[src/rtl/idu_pkg.sv]
// idu_pkg: shared sizes, types and helpers for the issue scoreboard
package idu_pkg;
  localparam int GPR_W_DEF = 5;
  localparam int NREG = 2 ** GPR_W_DEF;
  localparam int CNT_W_DEF = 2;
  localparam int CTRL_W_DEF = 64;
  typedef logic [CNT_W_DEF-1:0] cnt_t;
  typedef struct packed {
    logic [3:0]  alu_op;
    logic        jump;
    logic        branch;
    logic        mem_rd;
    logic        mem_wr;
    logic        wb;
    logic [54:0] rsvd;
  } ctrl_t;
  typedef struct packed {
    logic                 valid;
    logic [GPR_W_DEF-1:0] rd;
  } ret_ch_t;
  function automatic int nreg_of(input int gpr_w);
    return 2 ** gpr_w;
  endfunction
endpackage

[src/rtl/idu_pending_cnt.sv]
// idu_pending_cnt: per-register pending-write counters with single increment, multi-retire decrement and zero clamp
module idu_pending_cnt
  import idu_pkg::*;
#(
  parameter int GPR_W = 5,
  parameter int CNT_W = 2,
  parameter int RET_N = 2
) (
  input  logic                              clk,
  input  logic                              rst,
  input  logic                              inc_en,
  input  logic [GPR_W-1:0]                  inc_rd,
  input  logic [RET_N-1:0]                  ret_valid,
  input  logic [RET_N*GPR_W-1:0]            ret_rd,
  output logic [nreg_of(GPR_W)*CNT_W-1:0]   cnt,
  output logic                              busy
);
  localparam int NREG_P = nreg_of(GPR_W);
  localparam int SW = CNT_W + $clog2(RET_N + 1) + 1;
  logic [CNT_W-1:0] cnt_q [NREG_P];
  logic [SW-1:0]    sum   [NREG_P];
  logic [SW-1:0]    dec   [NREG_P];
  always_comb begin
    for (int r = 0; r < NREG_P; r++) begin
      dec[r] = '0;
      for (int k = 0; k < RET_N; k++)
        dec[r] = dec[r] + SW'(ret_valid[k] && r != 0 && ret_rd[k*GPR_W +: GPR_W] == GPR_W'(r));
      sum[r] = SW'(cnt_q[r]) + SW'(inc_en && r != 0 && inc_rd == GPR_W'(r));
    end
  end
  always_ff @(posedge clk)
    for (int r = 0; r < NREG_P; r++)
      cnt_q[r] <= rst ? '0 : (sum[r] < dec[r]) ? '0 : CNT_W'(sum[r] - dec[r]);
  always_ff @(posedge clk)
    for (int r = 0; r < NREG_P; r++)
      if (!rst) assert (sum[r] >= dec[r]) else $error("idu_pending_cnt: retire underflow on x%0d", r);
  always_comb begin
    cnt = '0;
    for (int r = 0; r < NREG_P; r++) cnt[r*CNT_W +: CNT_W] = cnt_q[r];
  end
  assign busy = |cnt;
endmodule

[src/rtl/idu_issue_scoreboard.sv]
// idu_issue_scoreboard: single-entry issue register with valid/ready handshake blocked by per-GPR pending-write hazards
module idu_issue_scoreboard
  import idu_pkg::*;
#(
  parameter int BITS_W = 64,
  parameter int INST_W = 32,
  parameter int GPR_W  = 5,
  parameter int CTRL_W = 64,
  parameter int RET_N  = 2,
  parameter int CNT_W  = 2
) (
  input  logic                   clk,
  input  logic                   rst,
  input  logic                   flush,
  input  logic                   in_valid,
  output logic                   in_ready,
  input  logic [BITS_W-1:0]      in_pc,
  input  logic [INST_W-1:0]      in_inst,
  input  logic [GPR_W-1:0]       in_rs1,
  input  logic [GPR_W-1:0]       in_rs2,
  input  logic [GPR_W-1:0]       in_rd,
  input  logic                   in_use_rs1,
  input  logic                   in_use_rs2,
  input  logic                   in_wr_rd,
  input  logic [CTRL_W-1:0]      in_ctrl,
  output logic                   out_valid,
  input  logic                   out_ready,
  output logic [BITS_W-1:0]      out_pc,
  output logic [INST_W-1:0]      out_inst,
  output logic [GPR_W-1:0]       out_rs1,
  output logic [GPR_W-1:0]       out_rs2,
  output logic [GPR_W-1:0]       out_rd,
  output logic                   out_wr_rd,
  output logic [CTRL_W-1:0]      out_ctrl,
  input  logic [RET_N-1:0]       ret_valid,
  input  logic [RET_N*GPR_W-1:0] ret_rd,
  output logic                   stall_raw,
  output logic                   sb_busy
);
  localparam int NREG_P = nreg_of(GPR_W);
  logic                      hold_valid, use_rs1_q, use_rs2_q, hazard, fire;
  logic [NREG_P*CNT_W-1:0]   cnt;
  logic [CNT_W-1:0]          c_rs1, c_rs2, c_rd;
  assign c_rs1 = cnt[out_rs1*CNT_W +: CNT_W];
  assign c_rs2 = cnt[out_rs2*CNT_W +: CNT_W];
  assign c_rd  = cnt[out_rd*CNT_W +: CNT_W];
  assign hazard = (use_rs1_q && out_rs1 != '0 && c_rs1 != '0) ||
                  (use_rs2_q && out_rs2 != '0 && c_rs2 != '0) ||
                  (out_wr_rd && out_rd != '0 && c_rd == '1);
  assign out_valid = hold_valid && !hazard && !flush;
  assign stall_raw = hold_valid && hazard;
  assign fire      = out_valid && out_ready;
  assign in_ready  = !flush && (!hold_valid || fire);
  always_ff @(posedge clk) begin
    if (rst) begin
      hold_valid <= 1'b0;
      use_rs1_q  <= 1'b0;
      use_rs2_q  <= 1'b0;
      out_pc     <= '0;
      out_inst   <= '0;
      out_rs1    <= '0;
      out_rs2    <= '0;
      out_rd     <= '0;
      out_wr_rd  <= 1'b0;
      out_ctrl   <= '0;
    end else begin
      hold_valid <= flush ? 1'b0 : in_ready ? in_valid : hold_valid;
      if (in_ready && in_valid) begin
        use_rs1_q <= in_use_rs1;
        use_rs2_q <= in_use_rs2;
        out_pc    <= in_pc;
        out_inst  <= in_inst;
        out_rs1   <= in_rs1;
        out_rs2   <= in_rs2;
        out_rd    <= in_rd;
        out_wr_rd <= in_wr_rd;
        out_ctrl  <= in_ctrl;
      end
    end
  end
  idu_pending_cnt #(.GPR_W(GPR_W), .CNT_W(CNT_W), .RET_N(RET_N)) u_cnt (
    .clk       (clk),
    .rst       (rst),
    .inc_en    (fire && out_wr_rd),
    .inc_rd    (out_rd),
    .ret_valid (ret_valid),
    .ret_rd    (ret_rd),
    .cnt       (cnt),
    .busy      (sb_busy)
  );
endmodule

[config.mk]
export PLATFORM = sky130hd
export DESIGN_NAME = idu_issue_scoreboard
export DESIGN_NICKNAME = d
export VERILOG_FILES = /design/src/rtl/idu_pkg.sv /design/src/rtl/idu_pending_cnt.sv /design/src/rtl/idu_issue_scoreboard.sv
export SDC_FILE = /design/constraint.sdc
export NUM_CORES = 1
export LEC_CHECK = 0
export CAP_MARGIN = 15
export CORE_MARGIN = 3
export CORE_UTILIZATION = 45
export DETAILED_ROUTE_END_ITERATION = 6
export DONT_BUFFER_PORTS = 1
export GPL_TIMING_DRIVEN = 0
export HOLD_SLACK_MARGIN = 0.02
export PLACE_DENSITY = 0.66
export SLEW_MARGIN = 5
export SYNTH_ARGS = -nofsm -noshare
export SYNTH_HDL_FRONTEND = slang
export SYNTH_SLANG_ARGS = --single-unit
[constraint.sdc]
create_clock -name clk -period 7.4 [get_ports clk]
set_input_delay 1.85 -clock clk [delete_from_list [all_inputs] [get_ports clk]]
set_output_delay 1.85 -clock clk [all_outputs]
set_load 0.05 [all_outputs]
=== After elaboration in Yosys (flattened, before gate mapping) ===
Memories as Yosys holds them, arrays and structs flattened.
Index checks and enable logic that the tools add are counted.

* Bits in registers: 179
* Memory bits (writable): 64
* Bits of input ports: 195
* Output and inout port bits: 180
* Memories: 1

* Add/subtract/negate cells: 93
* $lt $le $gt $ge: 32
* Equal/unequal tests: 94
* Shift-type cells: 3
* Mux-type cells: 64
* Reductions and logical operators: 119

{| class="wikitable"
|+ Memory list
! memory !! words !! bits a word !! read ports !! clocked after memory_dff !! write ports !! line !! source
|-
| u_cnt.cnt_q || 32 || 2 || 32 || 0 || 32 || idu_pending_cnt.sv:20 || <nowiki>logic [CNT_W-1:0] cnt_q [NREG_P];</nowiki>
|}

{| class="wikitable"
|+ Operators with widths
! operator !! count
|-
| $eq A5 B5 Y1 const B || 48
|-
| $shiftx A64 B7 Y2 || 3
|-
| $mux W2 || 64
|-
| $eq A5 B4 Y1 const B || 24
|-
| $logic_and A1 B1 Y1 || 106
|-
| $add A2 B1 Y3 || 31
|-
| $lt A3 B2 Y1 || 31
|-
| $reduce_or A64 Y1 || 1
|-
| $add A1 B1 Y2 || 31
|-
| $sub A2 B2 Y2 || 31
|-
| $eq A5 B3 Y1 const B || 12
|-
| $eq A5 B2 Y1 const B || 6
|-
| $eq A5 B1 Y1 const B || 3
|-
| $reduce_bool A5 Y1 || 3
|-
| $reduce_bool A2 Y1 || 2
|-
| $logic_not A1 Y1 || 3
|-
| $logic_or A1 B1 Y1 || 3
|-
| $eq A2 B2 Y1 const B || 1
|-
| $lt A2 B1 Y1 const B || 1
|-
| $reduce_or A2 Y1 || 1
|}

=== Depth between registers and ports, before layout ===
An unclocked memory read counts as a cell.

* Depth after elaboration: 16
* Mapped depth: 15
* Mapped depth without buffers: 13

=== Hierarchy ===
A second synthesis with hierarchy kept.

* Cell total of the unflattened synthesis: 1600
* Area total of the unflattened synthesis: 14780.4 um2

{| class="wikitable"
|+ Modules (own cells, without submodules)
! module !! times used !! cells an instance !! area an instance (um2)
|-
| idu_issue_scoreboard || 1 || 984 || 9331.4
|-
| idu_pending_cnt || 1 || 616 || 5449.0
|}

=== Least setup slack after synthesis ===
No wires, ideal clock.

* Path kind: flip-flop to output port
* Start point: register out_rd[0]
* End point: output in_ready
* Arrival time: 3.098 ns
* Setup slack: 2.452 ns
* Stages on the path, launching flop included: 9
* Path buffers: 2
* Cells stage by stage: dfxtp_1 -> buf_4 -> buf_2 -> mux4_2 -> nand3_1 -> a32oi_1 -> nor4_4 -> nand3_1 -> a21oi_1

* Word-level cells in the longest chain between the ends: 10
* Elaborated cells between the ends (all ways): 12
* Classes of those cells: eq/ne: 1; shift: 1; reduce/logical: 10

{| class="wikitable"
|+ RTL lines
! what !! line !! source
|-
| start, declared || idu_issue_scoreboard.sv:32 || <nowiki>output logic [GPR_W-1:0] out_rd,</nowiki>
|-
| start signal, assigned || idu_issue_scoreboard.sv:75 || <nowiki>out_rd <= in_rd;</nowiki>
|-
| $shiftx A64 B7 Y2 or $reduce_bool A5 Y1 (tied branches) || idu_issue_scoreboard.sv:46, idu_issue_scoreboard.sv:49 ||
|-
| $eq A2 B2 Y1 or $logic_and A1 B1 Y1 (tied branches) || idu_issue_scoreboard.sv:49 || <nowiki>(out_wr_rd && out_rd != '0 && c_rd == '1);</nowiki>
|-
| $logic_and A1 B1 Y1 (*) || idu_issue_scoreboard.sv:49 ||
|-
| $logic_or A1 B1 Y1 (*) || idu_issue_scoreboard.sv:48 || <nowiki>(use_rs2_q && out_rs2 != '0 && c_rs2 != '0) ||</nowiki>
|-
| $logic_not A1 Y1 (*) || idu_issue_scoreboard.sv:50 || <nowiki>assign out_valid = hold_valid && !hazard && !flush;</nowiki>
|-
| $logic_and A1 B1 Y1 (*) (2 in a row) || idu_issue_scoreboard.sv:50 ||
|-
| $logic_and A1 B1 Y1 (*) || idu_issue_scoreboard.sv:52 || <nowiki>assign fire = out_valid && out_ready;</nowiki>
|-
| $logic_or A1 B1 Y1 (*) || idu_issue_scoreboard.sv:53 || <nowiki>assign in_ready = !flush && (!hold_valid || fire);</nowiki>
|-
| $logic_and A1 B1 Y1 (*) || idu_issue_scoreboard.sv:53 ||
|-
| end, declared || idu_issue_scoreboard.sv:16 || <nowiki>output logic in_ready,</nowiki>
|}

Every way passes the cells marked *; elsewhere a longest branch is shown, timed or not.

=== Worst setup path in the final report ===
* Start point: register out_rs2[2]
* End point: output in_ready

* Word-level cells in the longest chain between the ends: 11
* Elaborated cells between the ends (all ways): 13
* Classes of those cells: shift: 1; reduce/logical: 12

{| class="wikitable"
|+ RTL lines
! what !! line !! source
|-
| start, declared || idu_issue_scoreboard.sv:31 || <nowiki>output logic [GPR_W-1:0] out_rs2,</nowiki>
|-
| start signal, assigned || idu_issue_scoreboard.sv:74 || <nowiki>out_rs2 <= in_rs2;</nowiki>
|-
| $shiftx A64 B7 Y2 or $reduce_bool A5 Y1 (tied branches) || idu_issue_scoreboard.sv:45, idu_issue_scoreboard.sv:48 ||
|-
| $reduce_bool A2 Y1 or $logic_and A1 B1 Y1 (tied branches) || idu_issue_scoreboard.sv:48 ||
|-
| $logic_and A1 B1 Y1 (*) || idu_issue_scoreboard.sv:48 ||
|-
| $logic_or A1 B1 Y1 (*) || idu_issue_scoreboard.sv:47 || <nowiki>assign hazard = (use_rs1_q && out_rs1 != '0 && c_rs1 != '0) ||</nowiki>
|-
| $logic_or A1 B1 Y1 (*) || idu_issue_scoreboard.sv:48 ||
|-
| $logic_not A1 Y1 (*) || idu_issue_scoreboard.sv:50 ||
|-
| $logic_and A1 B1 Y1 (*) (2 in a row) || idu_issue_scoreboard.sv:50 ||
|-
| $logic_and A1 B1 Y1 (*) || idu_issue_scoreboard.sv:52 ||
|-
| $logic_or A1 B1 Y1 (*) || idu_issue_scoreboard.sv:53 ||
|-
| $logic_and A1 B1 Y1 (*) || idu_issue_scoreboard.sv:53 ||
|}

Marked as above.

==> impl_metrics.env <==
export IMPL_maxCapViolCount=0
export IMPL_hold_buffers=0
export IMPL_p_clk_frac=0.412
export IMPL_path_class="reg2out"
export IMPL_fin_ws_ns=1.24
export IMPL_min_period_over_period=0.833
export IMPL_cts_buffers=29
export IMPL_fin_util=0.509
export IMPL_min_path_type="reg2reg"
export IMPL_cts_tree="done"
export IMPL_antenna_found_initial=2
export IMPL_viasPerCell=5.45
export IMPL_critPathRequiredTime_ns=5.55
export IMPL_dp_hpwl_um=35500
export IMPL_yosys_top_cells_area="dfxtp_1, nand2b_1, mux2i_1"
export IMPL_cts_sinks=241
export IMPL_vias=11200
export IMPL_hold_viol=0
export IMPL_path_cells="buf_2 -> a21oi_1 -> a2111oi_0 -> nor4_1 -> a41oi_1 -> nand3_1 -> a21oi_1"
export IMPL_synth_cells=1564
export IMPL_first_iter_violations=584
export IMPL_io_pins=375
export IMPL_worst_clock_skew_ns=0.0116
export IMPL_cts_resized=0
export IMPL_sequentialPowerShare=0.479
export IMPL_groute_usage_overall=0.247
export IMPL_startpoint_type="flip-flop"
export IMPL_post_drt_wl_per_cell_um=21.8
export IMPL_worst_pin_slew_ns=1.18
export IMPL_rsz0062_at_grt="no"
export IMPL_switching_share=0.316
export IMPL_outcome="finished clean"
export IMPL_place_congestion=0.964
export IMPL_syn_num_nets=1914
export IMPL_crit_family="compound AO/OA/AOI/OAI gates"
export IMPL_arrival_ns=4.31
export IMPL_insertion_delay_ns=0.55
export IMPL_synth_seq_cells=241
export IMPL_grt_max_degree=15
export IMPL_critical_path_buf_inv_count=1
export IMPL_yosysTopAreaCellShare=0.326
export IMPL_max_slew_margin=0.216
export IMPL_pwr_share_comb=0.110
export IMPL_switching_power_mw=1.10
export IMPL_cp_max_fo=10
export IMPL_final_cell_mix="nand2b_1, dfxtp_1, mux2i_1, nor2_1, ha_1"
export IMPL_drive_above_1_share=0.0643
export IMPL_postRouteAntennaNets=0
export IMPL_layout_cells_most_common="nand2b_1"
export IMPL_synth_edf_count=0
export IMPL_tns_ns=0
export IMPL_setup_violations_final=0
export IMPL_initial_utilization=0.462
export IMPL_core_area_mm2=0.0320
export IMPL_grt_pass1_wl_um=68900
export IMPL_syn2layout_area_growth_pct=10.2
export IMPL_cts_clk_slew_worst_paths_ns=0.06
export IMPL_die_w_um=187
export IMPL_p_leak_nw=6.54
export IMPL_power_density_mw_per_mm2=214
export IMPL_max_freq_mhz=162
export IMPL_yosysTopAreaCell="dfxtp_1"
export IMPL_drc=0
export IMPL_crit_top_cell="a21oi_1"
export IMPL_max_stage_delay_ns=0.96
export IMPL_synth_cell_types=57
export IMPL_avgSynthCellArea_um2=9.47
export IMPL_place_ws_ns=1.88
export IMPL_dieArea_mm2=0.0351
export IMPL_endpoint_kind="primary output"
export IMPL_h_tree_depth=1
export IMPL_overflow=0
export IMPL_clock_root_buffer="clkbuf_16"
export IMPL_post_cts_buffers=0
export IMPL_portBuffers=0
export IMPL_synthArstFlopShare=0
export IMPL_yosys_warnings=0
export IMPL_row_count=65
export IMPL_grt_pass1_vias=11600
export IMPL_netlist_area_mm2=0.0148
export IMPL_ys_seq_area_frac=0.326
export IMPL_ir_drop_mv=0.171
export IMPL_slew_viol_final=0
export IMPL_die_h_um=187
export IMPL_synthFlopType="dfxtp_1"
export IMPL_worst_path_max_delay_cell="a21oi_1"
export IMPL_nets=1945
export IMPL_internal_power_mw=2.38
export IMPL_period_needed_ns=6.16
export IMPL_clock_path_buffers=3
export IMPL_totalWireLength_um=44800
export IMPL_dr_pass1_iters=5
[path summary, 6_finish.rpt]
path | startpoint | end | slack [ns] | cells after the start
worst max-delay path | out_rs2[2] | in_ready | 1.24 | 7
worst min-delay path | use_rs2_q | use_rs2_q | 0.51 | 2
worst max register to register | out_rs2[2] | u_cnt.cnt_q[3][3] | 2.55 | 11
worst min register to register | use_rs2_q | use_rs2_q | 0.51 | 2
[state kept, by name (all words and copies together) (netlist names)]
signal and cells:
out_ctrl 64, out_pc 64, u_cnt.cnt_q 62, out_inst 32, out_rd 5, out_rs1 5, out_rs2 5, hold_valid 1
out_wr_rd 1, use_rs1_q 1, use_rs2_q 1
[final cells by class]
cell class | count | area (um^2)
Fill cell | 3023 | 15700
Multi-Input combinational cell | 1165 | 9150
Sequential cell | 241 | 4820
Clock buffer | 39 | 813
Buffer | 88 | 579
Tap cell | 435 | 544
Inverter | 70 | 263
Clock inverter | 15 | 144
Antenna cell | 2 | 5.00
[power by group through the flow]
stage / sequential [mW] / combinational, mW / clock, mW
after floorplan: 1.66 / 0.300 / 0
after global placement: 1.70 / 0.375 / 0
after detailed placement: 1.70 / 0.382 / 0
after CTS: 1.67 / 0.383 / 1.47
after global routing: 1.67 / 0.418 / 1.52
final: 1.67 / 0.382 / 1.43
[metal layers]
layer	vias to the layer above	wire length [um]	GRT usage
met5	-	0	0
met1	5286	17400	0.300
li1	5259	-	-
met4	0	1630	0.0848
met3	97	4220	0.0697
met2	549	21500	0.423
[Yosys cell counts (2+ instances only)]
library cell  count
nor2b_1          16
a22o_1            2
a221o_1           2
nor4_1            6
inv_1            69
nor2_1          156
a31oi_1           2
or3_1             3
and2_1            2
mux2i_1         194
nor3_1           47
fa_1             31
nand3_1          17
and3_1            2
o2111ai_1         4
nand4_1          11
o211ai_1          2
buf_4             7
nor3b_1          47
buf_12           11
o21ai_0           2
mux4_2           16
xor2_1           31
a22oi_1           4
buf_2             8
buf_1             2
dfxtp_1         241
buf_6             3
or2_2             4
nand2_1          25
a211oi_1          4
ha_1            124
mux2_1            2
nand2b_1        362
a21oi_1          28
clkbuf_1         56
[tightest hold or removal path: cells and delay by family, from the launching register on]
family,cells,cell delay (ns)
mux,1,0.06
simple gates,1,0.07
flops,1,0.33
[through the flow]
stage / hold slack [ns] / instances / cell area [um^2] / power [mW]
global placement: 0.501 / 1999 / 15400 / 2.07
global route: 0.540 / 2055 / 16300 / 3.61
CTS: 0.518 / 2053 / 16300 / 3.52
floorplan: 0.457 / 1564 / 14800 / 1.96
finish: 0.514 / 2055 / 16300 / 3.49
detailed placement: 0.503 / 1999 / 15400 / 2.08
[kinds of logic (layout without fill, tap and decap cells)]
group | after synthesis | after routing | synth area share
AOI/OAI and AO/OA | 62 | 62 | 0.0283
xor gates and xnor gates | 31 | 31 | 0.0183
adders and majority gates | 155 | 155 | 0.147
buffers and inverters | 158 | 212 | 0.0568
DFF | 241 | 241 | 0.326
muxes | 213 | 213 | 0.158
other | 0 | 2 | 0
and+or+nand+nor | 704 | 704 | 0.267
(Power assumes the default switching activity.)
